## config.mk

```make
export PLATFORM = sky130hd
export DESIGN_NAME = red_pitaya_sort_pulser
export DESIGN_NICKNAME = d
export VERILOG_FILES = /design/src/rtl/fads_pkg.sv /design/src/rtl/red_pitaya_sort_regs.sv /design/src/rtl/red_pitaya_sort_pulser.sv
export SDC_FILE = /design/constraint.sdc
export NUM_CORES = 1
export LEC_CHECK = 0
export CORE_MARGIN = 4
export CORE_UTILIZATION = 35
export DETAILED_ROUTE_END_ITERATION = 10
export GPL_ROUTABILITY_DRIVEN = 0
export GPL_TIMING_DRIVEN = 0
export SLEW_MARGIN = 15
export SYNTH_ARGS = -nofsm -noshare
export SYNTH_HDL_FRONTEND = slang
export SYNTH_SLANG_ARGS = --single-unit
```

## constraint.sdc

```tcl
create_clock -name adc_clk_i -period 7.1 [get_ports adc_clk_i]
set_clock_uncertainty 0.15 [all_clocks]
set_input_delay 0.71 -clock adc_clk_i [delete_from_list [all_inputs] [get_ports adc_clk_i]]
set_output_delay 0.71 -clock adc_clk_i [all_outputs]
set_load 0.1 [all_outputs]
```

## src/rtl/fads_pkg.sv

```systemverilog
// rtl/fads_pkg.sv - shared FADS sort-pulser state encoding, register map and config defaults
package fads_pkg;

    typedef enum logic [1:0] {
        ST_IDLE    = 2'd0,
        ST_DELAY   = 2'd1,
        ST_BURST   = 2'd2,
        ST_HOLDOFF = 2'd3
    } sort_state_t;

    localparam logic [19:0] REG_CTRL     = 20'h00200;
    localparam logic [19:0] REG_DELAY    = 20'h00204;
    localparam logic [19:0] REG_HALF_PER = 20'h00208;
    localparam logic [19:0] REG_N_CYC    = 20'h0020C;
    localparam logic [19:0] REG_AMP      = 20'h00210;
    localparam logic [19:0] REG_HOLDOFF  = 20'h00214;
    localparam logic [19:0] REG_STATUS   = 20'h00220;
    localparam logic [19:0] REG_ACCEPTED = 20'h00224;
    localparam logic [19:0] REG_DROPPED  = 20'h00228;

    localparam int unsigned DEF_DELAY    = 0;
    localparam int unsigned DEF_HALF_PER = 62;
    localparam int unsigned DEF_N_CYC    = 10;
    localparam int unsigned DEF_AMP      = 4096;
    localparam int unsigned DEF_HOLDOFF  = 1250;

endpackage

```

## src/rtl/red_pitaya_sort_regs.sv

```systemverilog
// rtl/red_pitaya_sort_regs.sv - bus decode, live/shadow config, event counters and readback
module red_pitaya_sort_regs
    import fads_pkg::*;
#(
    parameter int DWD = 14,
    parameter int CW  = 32
) (
    input  logic                  clk,
    input  logic                  rst_n,
    input  logic [19:0]           addr,
    input  logic [31:0]           wdata,
    input  logic                  wen,
    input  logic                  ren,
    output logic [31:0]           rdata,
    output logic                  ack,
    input  sort_state_t           state,
    input  logic                  accept,
    input  logic                  drop,
    output logic                  enable,
    output logic                  sw_trig,
    output logic                  abort,
    output logic [CW-1:0]         sh_delay,
    output logic [CW-1:0]         sh_half_per,
    output logic [CW-1:0]         sh_n_cyc,
    output logic [CW-1:0]         sh_holdoff,
    output logic signed [DWD-1:0] sh_amp
);

    localparam logic [DWD-1:0] AMP_MIN = {1'b1, {(DWD-1){1'b0}}};
    localparam logic [DWD-1:0] AMP_MAX = {1'b0, {(DWD-1){1'b1}}};

    logic [CW-1:0]  cfg_delay, cfg_half_per, cfg_n_cyc, cfg_holdoff;
    logic [DWD-1:0] cfg_amp;
    logic [CW-1:0]  accepted, dropped;
    logic [31:0]    rd_mux;
    logic           unused_wdata;

    assign unused_wdata = ^wdata;

    always_ff @(posedge clk or negedge rst_n) begin
        if (!rst_n) begin
            enable       <= 1'b0;
            sw_trig      <= 1'b0;
            abort        <= 1'b0;
            cfg_delay    <= CW'(DEF_DELAY);
            cfg_half_per <= CW'(DEF_HALF_PER);
            cfg_n_cyc    <= CW'(DEF_N_CYC);
            cfg_amp      <= DWD'(DEF_AMP);
            cfg_holdoff  <= CW'(DEF_HOLDOFF);
        end else begin
            sw_trig <= 1'b0;
            abort   <= 1'b0;
            if (wen) begin
                case (addr)
                    REG_CTRL: begin
                        enable  <= wdata[0];
                        sw_trig <= wdata[1];
                        abort   <= wdata[2];
                    end
                    REG_DELAY:    cfg_delay    <= wdata[CW-1:0];
                    REG_HALF_PER: cfg_half_per <= wdata[CW-1:0];
                    REG_N_CYC:    cfg_n_cyc    <= wdata[CW-1:0];
                    REG_AMP:      cfg_amp      <= wdata[DWD-1:0];
                    REG_HOLDOFF:  cfg_holdoff  <= wdata[CW-1:0];
                    default: ;
                endcase
            end
        end
    end

    // Shadow copy taken at accept so bus writes never disturb a running burst.
    always_ff @(posedge clk or negedge rst_n) begin
        if (!rst_n) begin
            sh_delay    <= CW'(DEF_DELAY);
            sh_half_per <= CW'(DEF_HALF_PER);
            sh_n_cyc    <= CW'(DEF_N_CYC);
            sh_holdoff  <= CW'(DEF_HOLDOFF);
            sh_amp      <= DWD'(DEF_AMP);
        end else if (accept) begin
            sh_delay    <= cfg_delay;
            sh_half_per <= (cfg_half_per == '0) ? CW'(1) : cfg_half_per;
            sh_n_cyc    <= cfg_n_cyc;
            sh_holdoff  <= cfg_holdoff;
            sh_amp      <= (cfg_amp == AMP_MIN) ? AMP_MAX : cfg_amp;
        end
    end

    always_ff @(posedge clk or negedge rst_n) begin
        if (!rst_n) begin
            accepted <= '0;
            dropped  <= '0;
        end else begin
            if (accept) accepted <= accepted + CW'(1);
            if (drop)   dropped  <= dropped + CW'(1);
        end
    end

    always_comb begin
        rd_mux = '0;
        case (addr)
            REG_CTRL:     rd_mux = {31'b0, enable};
            REG_DELAY:    rd_mux = 32'(cfg_delay);
            REG_HALF_PER: rd_mux = 32'(cfg_half_per);
            REG_N_CYC:    rd_mux = 32'(cfg_n_cyc);
            REG_AMP:      rd_mux = 32'(cfg_amp);
            REG_HOLDOFF:  rd_mux = 32'(cfg_holdoff);
            REG_STATUS:   rd_mux = {30'b0, state};
            REG_ACCEPTED: rd_mux = 32'(accepted);
            REG_DROPPED:  rd_mux = 32'(dropped);
            default:      rd_mux = '0;
        endcase
    end

    always_ff @(posedge clk or negedge rst_n) begin
        if (!rst_n) begin
            ack   <= 1'b0;
            rdata <= '0;
        end else begin
            ack   <= wen | ren;
            rdata <= ren ? rd_mux : '0;
        end
    end

endmodule

```

## src/rtl/red_pitaya_sort_pulser.sv

```systemverilog
// rtl/red_pitaya_sort_pulser.sv - sort trigger to delayed bipolar DAC burst with holdoff
module red_pitaya_sort_pulser
    import fads_pkg::*;
#(
    parameter int DWD = 14,
    parameter int CW  = 32
) (
    input  logic                  adc_clk_i,
    input  logic                  adc_rstn_i,
    input  logic                  sort_trig_i,
    output logic signed [DWD-1:0] dac_o,
    output logic                  busy_o,
    input  logic [31:0]           sys_addr,
    input  logic [31:0]           sys_wdata,
    input  logic [3:0]            sys_sel,
    input  logic                  sys_wen,
    input  logic                  sys_ren,
    output logic [31:0]           sys_rdata,
    output logic                  sys_err,
    output logic                  sys_ack
);

    sort_state_t           state, state_nx;
    logic [CW-1:0]         cnt, cnt_nx, cyc, cyc_nx;
    logic                  pol, pol_nx;
    logic signed [DWD-1:0] dac_nx;
    logic                  trig_q, trig_rise, req, accept, drop, stop;
    logic                  enable, sw_trig, abort;
    logic [CW-1:0]         sh_delay, sh_half_per, sh_n_cyc, sh_holdoff;
    logic signed [DWD-1:0] sh_amp;
    logic                  unused_bus;

    assign unused_bus = ^{sys_sel, sys_addr[31:20]};
    assign sys_err    = 1'b0;
    assign busy_o     = (state != ST_IDLE);

    assign trig_rise = sort_trig_i & ~trig_q;
    assign req       = trig_rise | sw_trig;
    assign accept    = req & enable & (state == ST_IDLE);
    assign drop      = req & ~accept;
    assign stop      = (state != ST_IDLE) & (abort | ~enable);

    red_pitaya_sort_regs #(.DWD(DWD), .CW(CW)) u_regs (
        .clk         (adc_clk_i),
        .rst_n       (adc_rstn_i),
        .addr        (sys_addr[19:0]),
        .wdata       (sys_wdata),
        .wen         (sys_wen),
        .ren         (sys_ren),
        .rdata       (sys_rdata),
        .ack         (sys_ack),
        .state       (state),
        .accept      (accept),
        .drop        (drop),
        .enable      (enable),
        .sw_trig     (sw_trig),
        .abort       (abort),
        .sh_delay    (sh_delay),
        .sh_half_per (sh_half_per),
        .sh_n_cyc    (sh_n_cyc),
        .sh_holdoff  (sh_holdoff),
        .sh_amp      (sh_amp)
    );

    always_ff @(posedge adc_clk_i or negedge adc_rstn_i) begin
        if (!adc_rstn_i) begin
            state  <= ST_IDLE;
            cnt    <= '0;
            cyc    <= '0;
            pol    <= 1'b0;
            dac_o  <= '0;
            trig_q <= 1'b0;
        end else begin
            state  <= state_nx;
            cnt    <= cnt_nx;
            cyc    <= cyc_nx;
            pol    <= pol_nx;
            dac_o  <= dac_nx;
            trig_q <= sort_trig_i;
        end
    end

    // cnt times DELAY (delay+1 clocks), each half period in BURST, and HOLDOFF.
    always_comb begin
        state_nx = state;
        cnt_nx   = cnt;
        cyc_nx   = cyc;
        pol_nx   = pol;
        dac_nx   = dac_o;
        if (stop) begin
            state_nx = ST_IDLE;
            cnt_nx   = '0;
            dac_nx   = '0;
        end else begin
            case (state)
                ST_IDLE: begin
                    if (accept) begin
                        state_nx = ST_DELAY;
                        cnt_nx   = '0;
                    end
                end
                ST_DELAY: begin
                    if (cnt == sh_delay) begin
                        cnt_nx = '0;
                        cyc_nx = '0;
                        pol_nx = 1'b0;
                        if (sh_n_cyc == '0) begin
                            state_nx = ST_HOLDOFF;
                            dac_nx   = '0;
                        end else begin
                            state_nx = ST_BURST;
                            dac_nx   = sh_amp;
                        end
                    end else begin
                        cnt_nx = cnt + CW'(1);
                    end
                end
                ST_BURST: begin
                    if (cnt == sh_half_per - CW'(1)) begin
                        cnt_nx = '0;
                        if (!pol) begin
                            pol_nx = 1'b1;
                            dac_nx = -sh_amp;
                        end else if (cyc == sh_n_cyc - CW'(1)) begin
                            state_nx = ST_HOLDOFF;
                            dac_nx   = '0;
                        end else begin
                            cyc_nx = cyc + CW'(1);
                            pol_nx = 1'b0;
                            dac_nx = sh_amp;
                        end
                    end else begin
                        cnt_nx = cnt + CW'(1);
                    end
                end
                ST_HOLDOFF: begin
                    if (sh_holdoff == '0 || cnt == sh_holdoff - CW'(1)) begin
                        state_nx = ST_IDLE;
                        cnt_nx   = '0;
                    end else begin
                        cnt_nx = cnt + CW'(1);
                    end
                end
                default: state_nx = ST_IDLE;
            endcase
        end
    end

endmodule

```

==> flow_summary.yaml <==
synthesis:
  synth_area_um2: 24500
  synth.ff_latch_count: 466
  synth-main-ff-cell: "sky130_fd_sc_hd__dfrtp_1"
  synthArstFlopShare: 1.00
  synth.avg_cell_area_um2: 9.64
  yosys_warnings: 0
  synthDistinctLibCells: 89
  synth_top_cell_by_area: "sky130_fd_sc_hd__dfrtp_1"
  synth_seq_area_share: 0.478
  synth-edff-count: 0
  synth_top_area_frac: 0.450
  synthesis.nets: 2626
  synth_cells: 2539
  synth_area_leaders: "sky130_fd_sc_hd__dfrtp_1 (45%), sky130_fd_sc_hd__nand2_1 (8.0%), sky130_fd_sc_hd__mux2_2 (7.0%)"
placement:
  place.port_buffers: 104
  place.detailed.hpwl_um: 63300
  dpl_cell_area_um2: 26800
route:
  wl_per_cell_um: 22.5
  drt_pre_antenna_iters: 7
  routed-via-count: 21099
  detail_route.vias_per_cell: 5.74
  final_wirelength_um: 82800
  first_iter_violations: 2321
  drt.antenna.violating_nets: 0
  drc_errors: 0
clock_tree:
  clock-sinks: 466
  clkLatencyLatePin_ns: 0.63
  htreeDepth: 2
  clock_path_buffers: 3
  clock_tree.root_cell: "sky130_fd_sc_hd__clkbuf_16"
  cts_tree: "yes"
  tritoncts_buffers: 52
  cts_resized: 0
  buffer_count_from_post_cts_setup_fixing: 0
  clock_slew_at_reported_path_ffs_ns: 0.06
critical_path:
  critical_path_cell_by_cell: "or4_1 > clkbuf_1 > nor4_2 > a21oi_1 > or4_1 > nor4_1 > nand4_1 > o21ai_1 > o2111a_1 > clkbuf_1 > a21oi_1 > a31o_2"
  ff2ff_path_depth: 12
  rrSetupSlack_ns: 1.82
  crit_slowest_cell: "sky130_fd_sc_hd__nor4_2"
  path_delay_family: "simple AND/OR/NAND/NOR gates"
  critical_path.max_stage_delay_ns: 0.75
  worstPathRequired_ns: 7.45
  timing.critical_path.arrival_ns: 5.63
  worst_setup_path_end_kind: "register"
  worst_path_fanout_max: 10
  critical_path_class: "reg2reg"
  critical_path.n_buffers_inverters: 2
  ff_to_ff_end: "cyc[23]$_DFFE_PN0P_"
  rr_startpoint: "u_regs.sh_half_per[4]$_DFFE_PN1P_"
  worstSetupStartpointType: "register"
global_routing:
  grt_usage: 0.217
  initial_antenna_violation_count: 1
  first_global_vias: 20412
  grt_start_max_net_pins: 112
  grt_overflow: 0
  grt_first_pass_wirelength_um: 125000
finish:
  fin_area_um2: 28800
  layout_commonest_cell: "sky130_fd_sc_hd__nand2_1"
  drive_gt1_frac: 0.129
  most-common-layout-cells: "sky130_fd_sc_hd__nand2_1 (520), sky130_fd_sc_hd__dfrtp_1 (440), sky130_fd_sc_hd__mux2_2 (153)"
  area_growth_pct: 17.8
  utilization: 0.418
  diode_insertion_count_for_antenna_repair: 0
  nets: 2790
  num-fill-cells: 6709
run:
  max_cap_viol_count: 0
floorplanning:
  effective_utilization_at_floorplan: 0.355
  io-pin-count: 122
  placement_rows: 96
  design.core.area_um2: 68900
  die_width_um: 272
  die_ar_um2: 74200
  floorplan.die.height_um: 272
timing:
  final_hold_viol_count: 0
  final-setup-viol-count: 0
  setup-tns-final_ns: 0
  drv_slew: 0
  relSlewSlack: 0.161
  final_critical_path_time_including_i_o_delays_and_setup_ns: 5.28
  max_slew.worst_pin.slew_ns: 1.25
  unrepaired_setup_endpoints_after_global_routing: "no"
  maxClockFrequency_mhz: 189
  final.period_utilization: 0.743
power:
  max_rail_drop_vdd_uv: 201
  power_leakage_nw: 13.2
  p_per_area_nw_per_um2: 236
run_status:
  outcome: "completed"
min_path:
  hold_depth: 2
  hold_class: "reg2reg"
  hp-start: "dac_o[0]$_DFFE_PN0P_"
  min_to: "dac_o[0]$_DFFE_PN0P_"
[routing by layer]
metal,wire (µm),vias up,share of wire,global-route usage
li1,-,9413,-,-
met1,34800,10477,0.42,0.296
met2,38000,1016,0.46,0.352
met3,6600,191,0.080,0.0349
met4,3430,2,0.041,0.0790
met5,13,-,0.00016,0
[through the flow]
stage                     hold slack, ns  cells  setup WS [ns]  power [mW]
final                              0.331   3678           1.82        6.79
after global routing               0.340   3678           1.66        7.01
after CTS                          0.333   3678           1.98        6.83
after detailed placement           0.322   3579           1.99        3.75
after global placement             0.320   3574         -14.99        3.73
after floorplan                    0.264   2539           2.96        3.39
[area by class of cell]
type | count | area, µm² | share of cell area
clock buffer | 67 | 1470 | 0.0509
multi-input combinational | 1863 | 12000 | 0.415
clock inverter | 31 | 527 | 0.0183
inverter | 50 | 188 | 0.00651
tap | 931 | 1160 | 0.0404
timing repair buffer | 110 | 1170 | 0.0406
buffer | 160 | 669 | 0.0232
sequential | 466 | 11700 | 0.406
[cells by family after synthesis]
family | share of synthesized area
xor gates and xnor gates | 0.0715
DFF | 0.478
muxes | 0.0777
AOI/OAI and AO/OA | 0.118
adders and majority gates | 0.00715
and+or+nand+nor | 0.213
buffers and inverters | 0.0350
other | 0.000153
[report_power, final]
group | switching (mW) | leakage [nW] | internal [mW]
Sequential | 0.0561 | 6.33 | 2.71
Clock | 1.18 | 0.969 | 1.91
Combinational | 0.707 | 5.86 | 0.227
Total | 1.95 | 13.2 | 4.85
[flip-flops by register name (all words and copies together), names as in the netlist, 2 cells and up]
| register | flops |
|---|---|
| u_regs.sh_delay | 32 |
| u_regs.cfg_holdoff | 32 |
| u_regs.cfg_delay | 32 |
| u_regs.sh_amp | 14 |
| u_regs.accepted | 32 |
| dac_o | 14 |
| u_regs.sh_n_cyc | 32 |
| state | 2 |
| u_regs.dropped | 32 |
| u_regs.sh_holdoff | 32 |
| u_regs.sh_half_per | 32 |
| cnt | 32 |
| u_regs.cfg_half_per | 32 |
| cyc | 32 |
| u_regs.rdata | 32 |
| u_regs.cfg_n_cyc | 32 |
| u_regs.cfg_amp | 14 |
[cell usage after synthesis (12+ instances only)]
| master | number |
|---|---|
| sky130_fd_sc_hd__a21oi_1 | 82 |
| sky130_fd_sc_hd__nor2_1 | 124 |
| sky130_fd_sc_hd__and2_1 | 17 |
| sky130_fd_sc_hd__ha_1 | 14 |
| sky130_fd_sc_hd__or2_2 | 12 |
| sky130_fd_sc_hd__and3_1 | 41 |
| sky130_fd_sc_hd__a31oi_1 | 19 |
| sky130_fd_sc_hd__or3_1 | 17 |
| sky130_fd_sc_hd__o21ai_0 | 58 |
| sky130_fd_sc_hd__o311ai_1 | 15 |
| sky130_fd_sc_hd__buf_1 | 17 |
| sky130_fd_sc_hd__nor3_1 | 48 |
| sky130_fd_sc_hd__a222oi_1 | 50 |
| sky130_fd_sc_hd__nand2b_1 | 14 |
| sky130_fd_sc_hd__a211oi_1 | 12 |
| sky130_fd_sc_hd__clkbuf_1 | 127 |
| sky130_fd_sc_hd__nor4_1 | 52 |
| sky130_fd_sc_hd__a22oi_1 | 20 |
| sky130_fd_sc_hd__inv_1 | 50 |
| sky130_fd_sc_hd__nand3_1 | 76 |
| sky130_fd_sc_hd__or4_1 | 32 |
| sky130_fd_sc_hd__nand4_1 | 48 |
| sky130_fd_sc_hd__xnor2_1 | 113 |
| sky130_fd_sc_hd__nor2b_1 | 13 |
| sky130_fd_sc_hd__a31o_2 | 19 |
| sky130_fd_sc_hd__dfrtp_1 | 440 |
| sky130_fd_sc_hd__mux2i_1 | 18 |
| sky130_fd_sc_hd__dfstp_2 | 26 |
| sky130_fd_sc_hd__o22ai_1 | 14 |
| sky130_fd_sc_hd__xor2_1 | 87 |
| sky130_fd_sc_hd__and4_1 | 17 |
| sky130_fd_sc_hd__nand2_1 | 520 |
| sky130_fd_sc_hd__mux2_2 | 153 |
[tightest hold or removal path, delay by kind of cell, from the launching register on]
family             cells  cell delay [ns]
DFF                    1             0.34
AOI/OAI and AO/OA      1             0.06
and+or+nand+nor        1             0.04
[how the worst max path moves through the flow]
stage / start / endpoint / slack, ns / cells past startpoint
3_5_place_dp: u_regs.sh_half_per[3]$_DFFE_PN1P_ / cyc[23]$_DFFE_PN0P_ / 1.99 / 12
6_report: u_regs.sh_half_per[4]$_DFFE_PN1P_ / cyc[23]$_DFFE_PN0P_ / 1.82 / 12
4_1_cts: u_regs.sh_half_per[4]$_DFFE_PN1P_ / cyc[23]$_DFFE_PN0P_ / 1.98 / 12
5_1_grt: u_regs.sh_half_per[0]$_DFFE_PN0P_ / cyc[21]$_DFFE_PN0P_ / 1.66 / 13
2_1_floorplan: u_regs.sh_holdoff[4]$_DFFE_PN0P_ / state[0]$_DFFE_PN0P_ / 2.96 / 13
3_3_place_gp: adc_rstn_i / u_regs.accepted[17]$_DFFE_PN0P_ / -14.99 / 1
[timing repair]
action | in CTS | in global routing
hold buffers | 1 | 0
endpoints found under the setup margin | 0 | 0
endpoints found under the hold margin | 48 | 0
Power figures use the tool's default switching activity.
